===== src/rtl/mult16x16_arbiter.sv =====
// Round-robin sequencer sharing one pipelined 16x16 multiplier among NREQ requesters.
// Requester IDs ride a tag shift register matched to the multiplier latency.
module mult16x16_arbiter #(
   parameter int unsigned NREQ = 4,
   parameter int unsigned LAT  = 2
) (
   input  logic                 i_clk,
   input  logic                 i_rstn,
   input  logic [NREQ-1:0]      i_req_valid,
   output logic [NREQ-1:0]      o_req_ready,
   input  logic [16*NREQ-1:0]   i_req_a,
   input  logic [16*NREQ-1:0]   i_req_b,
   input  logic [NREQ-1:0]      i_req_ans,
   input  logic [NREQ-1:0]      i_req_bns,
   output logic [NREQ-1:0]      o_rsp_valid,
   output logic [31:0]          o_rsp_product,
   output logic [15:0]          o_mult_a,
   output logic [15:0]          o_mult_b,
   output logic                 o_multa_ns,
   output logic                 o_multb_ns,
   input  logic [31:0]          i_mult_product,
   output logic                 o_busy
);

   localparam int unsigned IDW = (NREQ > 1) ? $clog2(NREQ) : 1;

   logic [IDW-1:0]  ptr_q;
   logic [IDW-1:0]  cand;
   logic [IDW-1:0]  gnt_idx;
   logic            gnt_found;
   logic [NREQ-1:0] grant;
   logic [15:0]     sel_a;
   logic [15:0]     sel_b;
   logic            sel_ans;
   logic            sel_bns;

   logic [LAT:0]    tag_v_q;
   logic [IDW-1:0]  tag_id_q [LAT+1];

   // Search starts just after the last granted requester, wrapping at NREQ.
   always_comb begin
      cand      = '0;
      gnt_idx   = '0;
      gnt_found = 1'b0;
      for (int unsigned off = 1; off <= NREQ; off++) begin
         cand = IDW'((32'(ptr_q) + off) % NREQ);
         if (!gnt_found && i_req_valid[cand]) begin
            gnt_found = 1'b1;
            gnt_idx   = cand;
         end
      end
   end

   assign grant       = gnt_found ? (NREQ'(1) << gnt_idx) : '0;
   assign o_req_ready = grant & {NREQ{i_rstn}};

   always_comb begin
      sel_a   = '0;
      sel_b   = '0;
      sel_ans = 1'b0;
      sel_bns = 1'b0;
      for (int unsigned k = 0; k < NREQ; k++) begin
         if (grant[k]) begin
            sel_a   = i_req_a[16*k +: 16];
            sel_b   = i_req_b[16*k +: 16];
            sel_ans = i_req_ans[k];
            sel_bns = i_req_bns[k];
         end
      end
   end

   always_ff @(posedge i_clk or negedge i_rstn) begin
      if (!i_rstn) begin
         ptr_q         <= IDW'(NREQ - 1);
         o_mult_a      <= '0;
         o_mult_b      <= '0;
         o_multa_ns    <= 1'b0;
         o_multb_ns    <= 1'b0;
         tag_v_q       <= '0;
         for (int unsigned i = 0; i <= LAT; i++) begin
            tag_id_q[i] <= '0;
         end
         o_rsp_valid   <= '0;
         o_rsp_product <= '0;
      end else begin
         if (gnt_found) begin
            ptr_q      <= gnt_idx;
            o_mult_a   <= sel_a;
            o_mult_b   <= sel_b;
            o_multa_ns <= sel_ans;
            o_multb_ns <= sel_bns;
         end
         tag_v_q[0]  <= gnt_found;
         tag_id_q[0] <= gnt_idx;
         for (int unsigned i = 1; i <= LAT; i++) begin
            tag_v_q[i]  <= tag_v_q[i-1];
            tag_id_q[i] <= tag_id_q[i-1];
         end
         // Last tag stage lines up with the product on i_mult_product.
         if (tag_v_q[LAT]) begin
            o_rsp_product <= i_mult_product;
            o_rsp_valid   <= NREQ'(1) << tag_id_q[LAT];
         end else begin
            o_rsp_valid   <= '0;
         end
      end
   end

   assign o_busy = |tag_v_q;

endmodule

===== config.mk =====
export PLATFORM = sky130hd
export DESIGN_NAME = mult16x16_arbiter
export DESIGN_NICKNAME = d
export VERILOG_FILES = /design/src/rtl/mult16x16_arbiter.sv
export SDC_FILE = /design/constraint.sdc
export NUM_CORES = 1
export LEC_CHECK = 0
export BUFFER_PORTS_ARGS = -buffer_cell sky130_fd_sc_hd__buf_2
export CAP_MARGIN = 20
export CELL_PAD_IN_SITES_DETAIL_PLACEMENT = 1
export CELL_PAD_IN_SITES_GLOBAL_PLACEMENT = 1
export CORE_MARGIN = 10
export CORE_UTILIZATION = 34
export CTS_CLUSTER_SIZE = 28
export DETAILED_ROUTE_END_ITERATION = 6
export PLACE_DENSITY_LB_ADDON = 0.1
export SLEW_MARGIN = 20
export SYNTH_ARGS = -nofsm -noshare
export SYNTH_HDL_FRONTEND = slang
export SYNTH_SLANG_ARGS = --single-unit

===== constraint.sdc =====
create_clock -name i_clk -period 4.7 [get_ports i_clk]
set_input_delay 0.94 -clock i_clk [delete_from_list [all_inputs] [get_ports i_clk]]
set_output_delay 0.94 -clock i_clk [all_outputs]
set_load 0.03 [all_outputs]

* Word-level counts from Yosys, hierarchy flattened
Cells that the tools add are included.
Word-level totals: flip-flop bits (word level) 81, output and inout bits 75, logic and storage cells 63
Cells by class: add/sub/neg operators 4, magnitude comparators 4, shift-type cells 2, mux-type cells 34, bitwise logic cells 1, reductions and logical operators 7
Operators by type and width (number):
- 16-bit two-way mux | 8
- 1-bit two-way mux | 16
- 2-bit by 3-bit less-than comparator with 1-bit output (second input constant) | 4
- 1-bit binary-select mux with 2-bit select | 4
- 2-bit two-way mux | 4
- 4-bit two-way mux | 2
- 1-bit by 2-bit left shift with 4-bit output (first input constant) | 2
- 2-bit by 1-bit adder with 2-bit output (second input constant) | 2
- 2-bit adder (second input constant) | 2
- 4-bit AND | 1
- 1-bit logical AND | 3
- 1-bit logical NOT | 3
- 3-bit OR reduction | 1

* Longest topological paths before layout
word-level depth 19, gate-level depth with buffers 8

* Worst setup path after synthesis
No wires, ideal clock.
path type input port to output port, start point input port i_req_valid[1], end point output port o_req_ready[2], arrival 2.725 ns, data required time 3.760 ns, setup slack 1.035 ns, stages 7, buffers on the path 2, cell sequence buf_2 -> nor2b_1 -> o2bb2ai_1 -> nor2_1 -> clkbuf_1 -> nand2_1 -> nor3_1
On the way: word-level cells in the longest chain between the ends 15, elaborated cells on any way between the ends 25, those cells by class 1 x shift; 17 x mux; 1 x bitwise; 6 x reduce/logical
Ends and longest elaborated chain:
- start, declared | RTL line 9 | input logic [NREQ-1:0] i_req_valid,
- 1-bit binary-select mux with 2-bit select | RTL line 47 | if (!gnt_found && i_req_valid[cand]) begin
- 1-bit two-way mux (implied by the code) | RTL line 47
- 1-bit two-way mux | RTL line 47
- 1-bit logical NOT | RTL line 47
- 1-bit logical AND | RTL line 47
- 1-bit two-way mux | RTL line 47
- 1-bit logical NOT | RTL line 47
- 1-bit logical AND | RTL line 47
- 1-bit two-way mux | RTL line 47
- 1-bit logical NOT | RTL line 47
- 1-bit logical AND | RTL line 47
- 2-bit two-way mux | RTL line 47
- 1-bit by 2-bit left shift with 4-bit output | RTL line 54 | assign grant = gnt_found ? (NREQ'(1) << gnt_idx) : '0;
- 4-bit two-way mux (*) | RTL line 54
- 4-bit AND (*) | RTL line 55 | assign o_req_ready = grant & {NREQ{i_rstn}};
- end, declared | RTL line 10 | output logic [NREQ-1:0] o_req_ready,
Every way passes the cells marked *; elsewhere a longest branch is shown, timed or not. The select of a mux whose other input is x is not followed.

* Worst setup path after layout
start point input port i_req_valid[0], end point output port o_req_ready[3]
The elaborated chain is that of the path after synthesis.

==> flow_summary.json <==
{
  "initialDrtViolationCount": 224,
  "run_status": "finished, final reports clean",
  "grt_pass1_vias": 3887,
  "regToRegStartpoint": "ptr_q[1]",
  "hp-start": "tag_id_q[5]",
  "cts_sinks": 81,
  "leakage_uw": 0.00287,
  "postSynthRegisterBits": 81,
  "timing.critical_path.from": "i_req_valid[0]",
  "place.port_buffers": 248,
  "cts.htree.levels": 3,
  "post_cts.repair.setup_buffers": 0,
  "regArea_um2": 2030,
  "cts.clk_slew.worst_paths_ns": 0.06,
  "holdCritPathClass": "register to register",
  "dieArea_um2": 16200,
  "post_cts_resize_count": 0,
  "power-per-cell-area_nw_per_um2": 511,
  "ys_async_sr_fraction_pct": 100,
  "fmaxAchievable_mhz": 278,
  "tritoncts_buffer_count": 9,
  "slew_violations": 0,
  "synthesis.nets": 455,
  "multi_input_area_um2": 1770,
  "period_utilisation_layout_pct": 76.5,
  "dp_cells": 653,
  "cp_data_required_time_ns": 3.76,
  "routed_wire_length_per_instance_um": 21.3,
  "yosys.cell_count.top_type": "sky130_fd_sc_hd__dfrtp_1",
  "yosys_warn_count": 0,
  "worstSkewPairLatency_ns": 0.33,
  "setup.reg_to_reg.worst_slack_ns": 2.30,
  "layout-area-overhead-vs-synth_pct": 42.6,
  "maxCapViolCount": 0,
  "worst_setup_path_start_kind": "input port",
  "routed_via_count": 3404,
  "final_cell_area_um2": 5570,
  "routabilityCongestion": 0.843,
  "synth_area_per_cell_um2": 13.9,
  "post_synth_adder_cell_area_pct": 0,
  "grt_use_total_pct": 16.8,
  "vdd_drop_max_mv": 0.271,
  "post_synth_top_area_share_pct": 50.6,
  "die_h_um": 127,
  "area_of_the_placeable_core_um2": 11300,
  "dr.pass1.iters": 4,
  "number_of_antenna_diodes": 0,
  "final.hold.worst_slack_ns": 0.345,
  "detail_route.drc_violations": 0,
  "worstMarginPinSlew_ns": 1.04,
  "timing.critical_path.arrival_ns": 2.65,
  "dominant_combinational_cell_family_by_area_after_synthesis": "multiplexers",
  "vias_per_cell": 5.10,
  "max-clock-path-buffers": 2,
  "yosys-top-cells-count": "sky130_fd_sc_hd__dfrtp_1, sky130_fd_sc_hd__mux2_2, sky130_fd_sc_hd__a221o_1, sky130_fd_sc_hd__a22o_1, sky130_fd_sc_hd__mux2_4",
  "tritoncts": "done",
  "netlist_area_pre_place_um2": 3910,
  "yosysUniqueCellTypes": 34,
  "synth-edff-count": 0,
  "floorplan.rows": 39,
  "nets": 695,
  "rsz0062_at_grt": "false",
  "hold_buffers": 0,
  "io_pins": 249,
  "fill_cell_count": 1264,
  "initial_core_util_pct": 34.5,
  "synth.yosys.seq_area_share_pct": 52.0,
  "drive_above_1_share_pct": 65.1,
  "cp-end-kind": "output port",
  "synth_simple_gate_area_share_pct": 3.65,
  "clock_tree.root_cell": "sky130_fd_sc_hd__clkbuf_16",
  "dp_hpwl_mm": 11.2,
  "route.final.wire_length_mm": 14.2,
  "post_drt_antenna_nets": 0,
  "synth_compound_area_share_pct": 19.0,
  "final_cells": 667,
  "synth_xor_xnor_area_share_pct": 0,
  "synthCells": 281,
  "setup_viol": 0,
  "globalRoute.totalOverflow": 0,
  "worst-setup-path-type": "input port to output port",
  "die_w_um": 127,
  "synth_mux_area_share_pct": 22.0,
  "place_area_um2": 5270,
  "antenna_found_initial": 0,
  "tns_ns": 0,
  "final.setup_skew_ns": 0.00652,
  "final_hold_viol_count": 0,
  "grt_first_pass_wirelength_mm": 21.6,
  "grt_max_degree": 48,
  "synthDominantAreaCellType": "sky130_fd_sc_hd__dfrtp_1",
  "relSlewSlack_pct": 30.4,
  "timing.final.crit_period_ns": 3.59,
  "dominantRegCellSynth": "sky130_fd_sc_hd__dfrtp_1",
  "ys_top_cells_by_area": "sky130_fd_sc_hd__dfrtp_1, sky130_fd_sc_hd__mux2_2, sky130_fd_sc_hd__mux2_4, sky130_fd_sc_hd__a221o_1, sky130_fd_sc_hd__a22o_1",
  "final_core_utilization_pct": 49.2,
  "cp_max_fo": 35
}
[report_power, final]
part	internal (uW)	switching [uW]	total (uW)
sequential	874	100	974
clock	457	264	721
combinational	458	695	1150
total	1790	1060	2850
[layout by cell type (no fill, tap or decap), types with 3 or more instances in the layout]
cell,n
sky130_fd_sc_hd__a21oi_1,3
sky130_fd_sc_hd__a221o_1,34
sky130_fd_sc_hd__a22o_1,34
sky130_fd_sc_hd__buf_2,247
sky130_fd_sc_hd__buf_4,7
sky130_fd_sc_hd__clkbuf_16,9
sky130_fd_sc_hd__dfrtp_1,79
sky130_fd_sc_hd__mux2_2,38
sky130_fd_sc_hd__mux2_4,28
sky130_fd_sc_hd__nand2_1,4
sky130_fd_sc_hd__nor2_1,6
sky130_fd_sc_hd__o21ai_0,3
[worst paths after layout]
check                                  to  cells past startpoint
max in group asynchronous     o_mult_a[7]                      2
setup reg to reg             o_mult_a[14]                      6
hold / removal                tag_id_q[3]                      0
setup / recovery           o_req_ready[3]                      6
hold reg to reg               tag_id_q[3]                      0
min in group asynchronous     o_mult_b[5]                      1
[kinds of logic after synthesis]
group	after synthesis
buffers and inverters	27
DFF	81
muxes	67
and+or+nand+nor	25
AOI/OAI and AO/OA	81
[layer usage]
metal	GRT usage [%]	wire length (um)	vias to the layer above
met3	5.83	1180	17
li1	-	-	1570
met2	28.6	7160	154
met5	0	0	-
met1	19.2	5610	1663
met4	5.69	244	0
[sequential cells by signal, summed over array words and instances (netlist names), 2 cells and up]
register and cells:
tag_v_q 3, o_mult_a 16, ptr_q 2, o_rsp_product 32, o_mult_b 16, o_rsp_valid 4, tag_id_q 6
[area by class of cell]
cell class	instances	share of cell area, %
sequential	81	36.4
clock inverter	4	1.26
multi-input combinational	173	31.7
clock buffer	10	4.11
tap	143	3.21
inverter	2	0.135
timing repair buffer	254	23.1
[critical path, stage by stage]
cell and delay, ns:
sky130_fd_sc_hd__buf_2 0.16, sky130_fd_sc_hd__nor2_1 0.13, sky130_fd_sc_hd__o21bai_1 0.12, sky130_fd_sc_hd__a21boi_4 0.83, sky130_fd_sc_hd__and2_1 0.24, sky130_fd_sc_hd__buf_2 0.21
[metrics by stage]
stage	setup slack (ns)	total power [uW]
after floorplan	1.03	1770
after global placement	1.13	2140
after detailed placement	1.09	2160
after CTS	1.09	2900
after global routing	0.937	3000
final	1.11	2850
(Power assumes the default switching activity.)
